### src/rtl/reg_file_pkg.sv
// Shared constants and helpers for the parameterised register file:
// NZCV flag bit positions, default geometry and PC update source selection.
package reg_file_pkg;

    localparam int unsigned FLAG_N = 3;
    localparam int unsigned FLAG_Z = 2;
    localparam int unsigned FLAG_C = 1;
    localparam int unsigned FLAG_V = 0;

    localparam int DEF_DATA_W  = 32;
    localparam int DEF_ADDR_W  = 4;
    localparam int DEF_PC_STEP = 4;

    typedef enum logic [1:0] {
        PC_SRC_HOLD,
        PC_SRC_INC,
        PC_SRC_WR,
        PC_SRC_PCIN
    } pc_src_e;

    // Direct load beats a register-file write to the PC, which beats auto-increment.
    function automatic pc_src_e pc_src_sel(input logic loadpc, input logic wr_pc, input logic inc);
        pc_src_e src;
        if (loadpc) begin
            src = PC_SRC_PCIN;
        end else if (wr_pc) begin
            src = PC_SRC_WR;
        end else if (inc) begin
            src = PC_SRC_INC;
        end else begin
            src = PC_SRC_HOLD;
        end
        return src;
    endfunction

endpackage

### src/rtl/rf_read_port.sv
// One combinational read port of the register file.
// Define RF_BYPASS_EN to forward same-cycle write data to a matching select.
module rf_read_port
    import reg_file_pkg::*;
#(
    parameter int DATA_W = DEF_DATA_W,
    parameter int ADDR_W = DEF_ADDR_W
) (
    input  logic [DATA_W-1:0] regs_i [2**ADDR_W],
    input  logic [ADDR_W-1:0] sel_i,
    input  logic [ADDR_W-1:0] wr_sel_i,
    input  logic              wr_en_i,
    input  logic [DATA_W-1:0] wr_data_i,
    output logic [DATA_W-1:0] rd_o
);

`ifdef RF_BYPASS_EN
    always_comb begin
        rd_o = regs_i[sel_i];
        if (wr_en_i && (sel_i == wr_sel_i)) begin
            rd_o = wr_data_i;
        end
    end
`else
    always_comb begin
        rd_o = regs_i[sel_i];
    end

    logic unused_bypass;
    assign unused_bypass = ^{wr_en_i, wr_sel_i, wr_data_i};
`endif

endmodule

### src/rtl/reg_file_param.sv
// Register file with PC in the top register and an NZCV flag register.
// Define RF_BYPASS_EN to make reads and PCout reflect this cycle's writes.
module reg_file_param
    import reg_file_pkg::*;
#(
    parameter int DATA_W  = DEF_DATA_W,
    parameter int ADDR_W  = DEF_ADDR_W,
    parameter int PC_STEP = DEF_PC_STEP
) (
    input  logic              Clk,
    input  logic              RESET,
    input  logic [ADDR_W-1:0] Rn_sel,
    input  logic [ADDR_W-1:0] Rm_sel,
    input  logic [ADDR_W-1:0] Rs_sel,
    input  logic [ADDR_W-1:0] Rd_sel,
    input  logic [DATA_W-1:0] in,
    input  logic              LOAD,
    input  logic [DATA_W-1:0] Pcin,
    input  logic              LOADPC,
    input  logic              PC_INC,
    input  logic [3:0]        FLAGS_IN,
    input  logic              FLAGS_LD,
    output logic [DATA_W-1:0] Rn,
    output logic [DATA_W-1:0] Rm,
    output logic [DATA_W-1:0] Rs,
    output logic [DATA_W-1:0] PCout,
    output logic [3:0]        FLAGS
);

    localparam int NREG   = 2**ADDR_W;
    localparam int PC_IDX = NREG - 1;

    logic [DATA_W-1:0] regs_q [NREG];
    logic [DATA_W-1:0] regs_d [NREG];
    logic [3:0]        flags_q;
    logic [3:0]        flags_d;
    logic              wr_pc;
    pc_src_e           pc_src;

    assign wr_pc  = LOAD && (Rd_sel == ADDR_W'(PC_IDX));
    assign pc_src = pc_src_sel(LOADPC, wr_pc, PC_INC);

    // The general write lands first; the PC case then overrides register NREG-1 only.
    always_comb begin
        regs_d = regs_q;
        if (LOAD) begin
            regs_d[Rd_sel] = in;
        end
        unique case (pc_src)
            PC_SRC_PCIN: regs_d[PC_IDX] = Pcin;
            PC_SRC_WR:   regs_d[PC_IDX] = in;
            PC_SRC_INC:  regs_d[PC_IDX] = regs_q[PC_IDX] + DATA_W'(PC_STEP);
            default:     ;
        endcase
    end

    always_comb begin
        flags_d = flags_q;
        if (FLAGS_LD) begin
            flags_d = FLAGS_IN;
        end
    end

    always_ff @(posedge Clk or posedge RESET) begin
        if (RESET) begin
            regs_q  <= '{default: '0};
            flags_q <= '0;
        end else begin
            regs_q  <= regs_d;
            flags_q <= flags_d;
        end
    end

    rf_read_port #(.DATA_W(DATA_W), .ADDR_W(ADDR_W)) u_rd_rn (
        .regs_i   (regs_q),
        .sel_i    (Rn_sel),
        .wr_sel_i (Rd_sel),
        .wr_en_i  (LOAD),
        .wr_data_i(in),
        .rd_o     (Rn)
    );

    rf_read_port #(.DATA_W(DATA_W), .ADDR_W(ADDR_W)) u_rd_rm (
        .regs_i   (regs_q),
        .sel_i    (Rm_sel),
        .wr_sel_i (Rd_sel),
        .wr_en_i  (LOAD),
        .wr_data_i(in),
        .rd_o     (Rm)
    );

    rf_read_port #(.DATA_W(DATA_W), .ADDR_W(ADDR_W)) u_rd_rs (
        .regs_i   (regs_q),
        .sel_i    (Rs_sel),
        .wr_sel_i (Rd_sel),
        .wr_en_i  (LOAD),
        .wr_data_i(in),
        .rd_o     (Rs)
    );

`ifdef RF_BYPASS_EN
    assign PCout = regs_d[PC_IDX];
`else
    assign PCout = regs_q[PC_IDX];
`endif

    assign FLAGS = flags_q;

endmodule

### config.mk
export PLATFORM = sky130hd
export DESIGN_NAME = reg_file_param
export DESIGN_NICKNAME = d
export VERILOG_FILES = /design/src/rtl/reg_file_pkg.sv /design/src/rtl/rf_read_port.sv /design/src/rtl/reg_file_param.sv
export SDC_FILE = /design/constraint.sdc
export NUM_CORES = 1
export LEC_CHECK = 0
export BUFFER_PORTS_ARGS = -buffer_cell sky130_fd_sc_hd__buf_4
export CORE_ASPECT_RATIO = 0.9
export CORE_UTILIZATION = 40
export CTS_BUF_LIST = sky130_fd_sc_hd__clkbuf_4
export DETAILED_ROUTE_END_ITERATION = 10
export PLACE_DENSITY = 0.62
export SYNTH_ARGS = -nofsm -noshare
export SYNTH_HDL_FRONTEND = slang
export SYNTH_SLANG_ARGS = --single-unit
### constraint.sdc
create_clock -name Clk -period 15 [get_ports Clk]
set_input_delay 0.75 -clock Clk [delete_from_list [all_inputs] [get_ports Clk]]
set_output_delay 0.75 -clock Clk [all_outputs]
set_load 0.05 [all_outputs]
==> summary.md <==
| Metric | Value |
|---|---|
| Largest net degree at the start of global routing | around 180 |
| Post-Synth Simple-Gate Area | roughly 2.4% |
| Placeable Area | about 79000 um2 |
| Setup crit end kind | output pin |
| Ranking of synthesized cells by area | dfrtp_1 40%, mux4_2 34%, mux2_2 17% |
| Compound-gate portion of the synthesized area | under 10% |
| Max_cap viols | 0 |
| Final Hold Fails | 0 |
| Area leader, netlist | dfrtp_1 |
| PostCTS Resize Cnt | 0 |
| Minimum clock period | 5.057 ns |
| Crit path max fanout | 65 |
| Worst min-delay path class | in -> reg |
| Mux cell area share after synthesis | roughly half |
| Fillers | around 7000 |
| Flops & latches, synth | between 500 and 600 |
| Root buf cell | clkbuf_4 |
| Largest family of logic cells by synthesized area | multiplexers |
| Pwr dens | ~140 nW/um2 |
| Run status | completed |
| Detailed-route via count | 21507 |
| Cts bufs inserted | between 150 and 200 |
| Starting Density | 40.73% |
| Critical path startpoint category | input port |
| Pins Over Slew Limit | 0 |
| Distinct cells, synth | 56 |
| Clock Path Buffers | 3 |
| Syn_nets | about 2100 |
| GRT Util Overall | between 20% and 30% |
| Detailed placement HPWL | just over 60000 um |
| Critical Path AT | 4.31 ns |
| Post-CTS setup buffer count | 0 |
| DR WL met2 | about 49000 um |
| Initial antenna violation count | 9 |
| Post-synth EDFFs | 0 |
| First-pass GRT wire length | between 150000 and 200000 um |
| Crit path kind | in -> out |
| Max layer used | met5 |
| DRT Pass-1 Iters | 6 |
| Die width | between 300 and 400 um |
| Reg clk slew, reported paths | around 0.060 ns |
| Port Buffers | between 200 and 250 |
| Metal-1 WL | 42130 um |
| Leakage power | around 15 nW |
| Mean Syn Cell Area | about 16 um2 |
| H-Tree Depth | 4 |
| Mapped Cells | 1988 |
| CP required | 14.25 ns |
| Reg2reg setup slack | between 10 and 15 ns |
| Worst vdd ir | about 89 uV |
| Clock Sinks | 516 |
| Synth Warn # | 0 |
| Hold buffer count at CTS | 17 |
| Skew-Pair Late Insertion Delay | between 1 and 1.5 ns |
| Share of cells above drive strength 1 | between 60% and 70% |
| I/O pins | ~220 |
| Vias in the first global route | approximately 23000 |
| Setup Skew | about 0.047 ns |
| Sequential fraction of the synthesis area | between 40 and 50% |
| Share of the synthesized area in the top cell type | between 40 and 50% |
| Worst relative slew slack | between 20% and 30% |
| Hold slack | 0.09878 ns |
| Synthesized area | 31980 um2 |
| Fraction of registers with async set/reset | 100.0% |
| GP Congestion | slightly above 0.8 |
| Layout net count | between 2000 and 2500 |
| Adder and majority gate portion of the synthesized area | 0.03913% |
| Main synth FF type | dfrtp_1 |
| Site Rows | 97 |
| Unrepaired setup endpoints after global routing | false |
| Die height | between 200 and 300 um |
| DRC violation count after routing | 0 |
| Routed wl met3 | 8195 um |
| Drt first-iter violations | just over 2000 |
| Routed length per instance | between 30 and 40 um |
| CTS tree | built |
| GRT Residual Overflow | 0 |
| Fmax | around 200 MHz |
| Via/cell ratio | around 6.5 |
| Tcrit/Tclk final | approximately a third |
| Area of the die | between 80000 and 90000 um2 |
| XOR/XNOR Fraction of Synth Area | 0.1096% |
| Final Routed Wirelength | a little over 100000 um |
| Slew @ Worst Pin | about 1.1 ns |
| Routed Antenna Nets | 0 |
| TNS Setup | 0 ns |
| Area Overhead vs Synth | 13.29% |
| Setup violations, final | 0 |
## sequential cells by signal, summed over array words and instances (netlist names)
signal  count
regs_q    480
PCout      32
FLAGS       4
## power by group
group | internal, mW | switching [mW] | leakage, nW
clock network | 0.721 | 0.656 | 1.14
logic | 0.916 | 0.801 | 7.13
registers | 1.71 | 0.320 | 6.33
total | 3.34 | 1.78 | 14.6
## per-layer routing
layer	GRT usage, %	vias up
li1	-	8532
met4	10.35	10
met5	0	-
met1	34.96	11723
met2	39.74	1013
met3	6.556	229
## final cells by class
class                   count  area [um2]  share of cell area (%)
multi-input cells        1224       17930                   49.49
flip-flops and latches    516       12910                   35.64
clock buffers             217        1629                   4.497
diodes                      4       10.01                 0.02763
clock inverters            54       321.6                  0.8876
well taps                1039        1300                   3.588
repair buffers            268        2097                   5.788
inverters                   7       30.03                 0.08289
## per-stage QoR
stage | area [um2] | utilization (%) | total power [mW] | worst slack (ns) | instances
floorplan | 31980 | - | 3.290 | 7.242 | 1988
global placement | 34100 | 43.42 | 3.690 | 9.906 | 3037
detailed placement | 34100 | 43.42 | 3.754 | 9.879 | 3037
CTS | 36220 | 46.12 | 5.153 | 9.890 | 3325
global route | 36230 | 46.14 | 5.366 | 9.716 | 3329
finish | 36230 | 46.14 | 5.121 | 9.943 | 3329
## cell families (layout without fill, tap and decap cells)
group                    after synthesis  in the layout
multiplexers                         968            968
XOR/XNOR                               4              4
flip-flops                           516            516
AND/OR/NAND/NOR                      151            151
other                                  0              4
buffers and inverters                248            546
adder cells (fa/ha/maj)                1              1
AO/OA/AOI/OAI                        100            100
## cells in the mapped netlist (3+ instances only)
| library cell | instances |
|---|---|
| nand3_1 | 18 |
| a22oi_1 | 5 |
| nor2_1 | 37 |
| and2_1 | 3 |
| nor3_1 | 7 |
| nand4_1 | 9 |
| a2bb2oi_1 | 8 |
| and3_1 | 8 |
| o21a_1 | 4 |
| mux2_2 | 476 |
| dfrtp_1 | 516 |
| mux2_1 | 8 |
| or2_2 | 3 |
| nand2b_1 | 6 |
| and4_1 | 4 |
| nand2_1 | 39 |
| buf_4 | 41 |
| a21oi_1 | 19 |
| nor4_1 | 4 |
| o21ai_0 | 18 |
| buf_1 | 24 |
| buf_2 | 113 |
| inv_1 | 7 |
| mux4_2 | 480 |
| a31oi_1 | 8 |
| clkbuf_1 | 61 |
| o31ai_1 | 7 |
| mux2i_1 | 4 |
| xnor2_1 | 4 |
| a221o_1 | 8 |
| nand3b_1 | 3 |
| a311oi_1 | 3 |
## worst max-delay path, cell delays in order
cell and delay (ns):
clkbuf_8 0.65, buf_4 0.66, buf_4 0.66, mux4_2 0.61
mux4_2 0.57, buf_4 0.23
## cells in the final DEF, fill, tap and decap left out, types with 4 or more instances in the layout
cell type      count
dfrtp_1          516
mux4_2           480
mux2_2           476
buf_4            244
clkbuf_4         217
clkinv_1          38
nand2_1           36
nor2_1            29
a21oi_1           19
nand3_1           18
o21ai_0           18
dlygate4sd3_1     17
nand4_1            9
nor2_4             8
mux2_1             8
and3_1             8
a31oi_1            8
a221o_1            8
a2bb2oi_1          8
nor3_1             7
o31ai_1            7
inv_1              6
a22oi_1            5
diode_2            4
clkinvlp_4         4
and4_1             4
mux2i_1            4
xnor2_1            4
o21a_1             4
nor4_1             4
## worst paths after layout
kind | startpoint | to | cells after the start
worst max-delay path | Rn_sel[0] | Rn[10] | 6
worst min-delay path | Pcin[3] | PCout[3] | 3
worst max register to register | PCout[11] | PCout[31] | 5
worst min register to register | regs_q[252] | regs_q[252] | 1
max in group asynchronous | RESET | regs_q[115] | 7
min in group asynchronous | RESET | regs_q[129] | 3
Note: power is estimated with default switching activity, not from simulation.
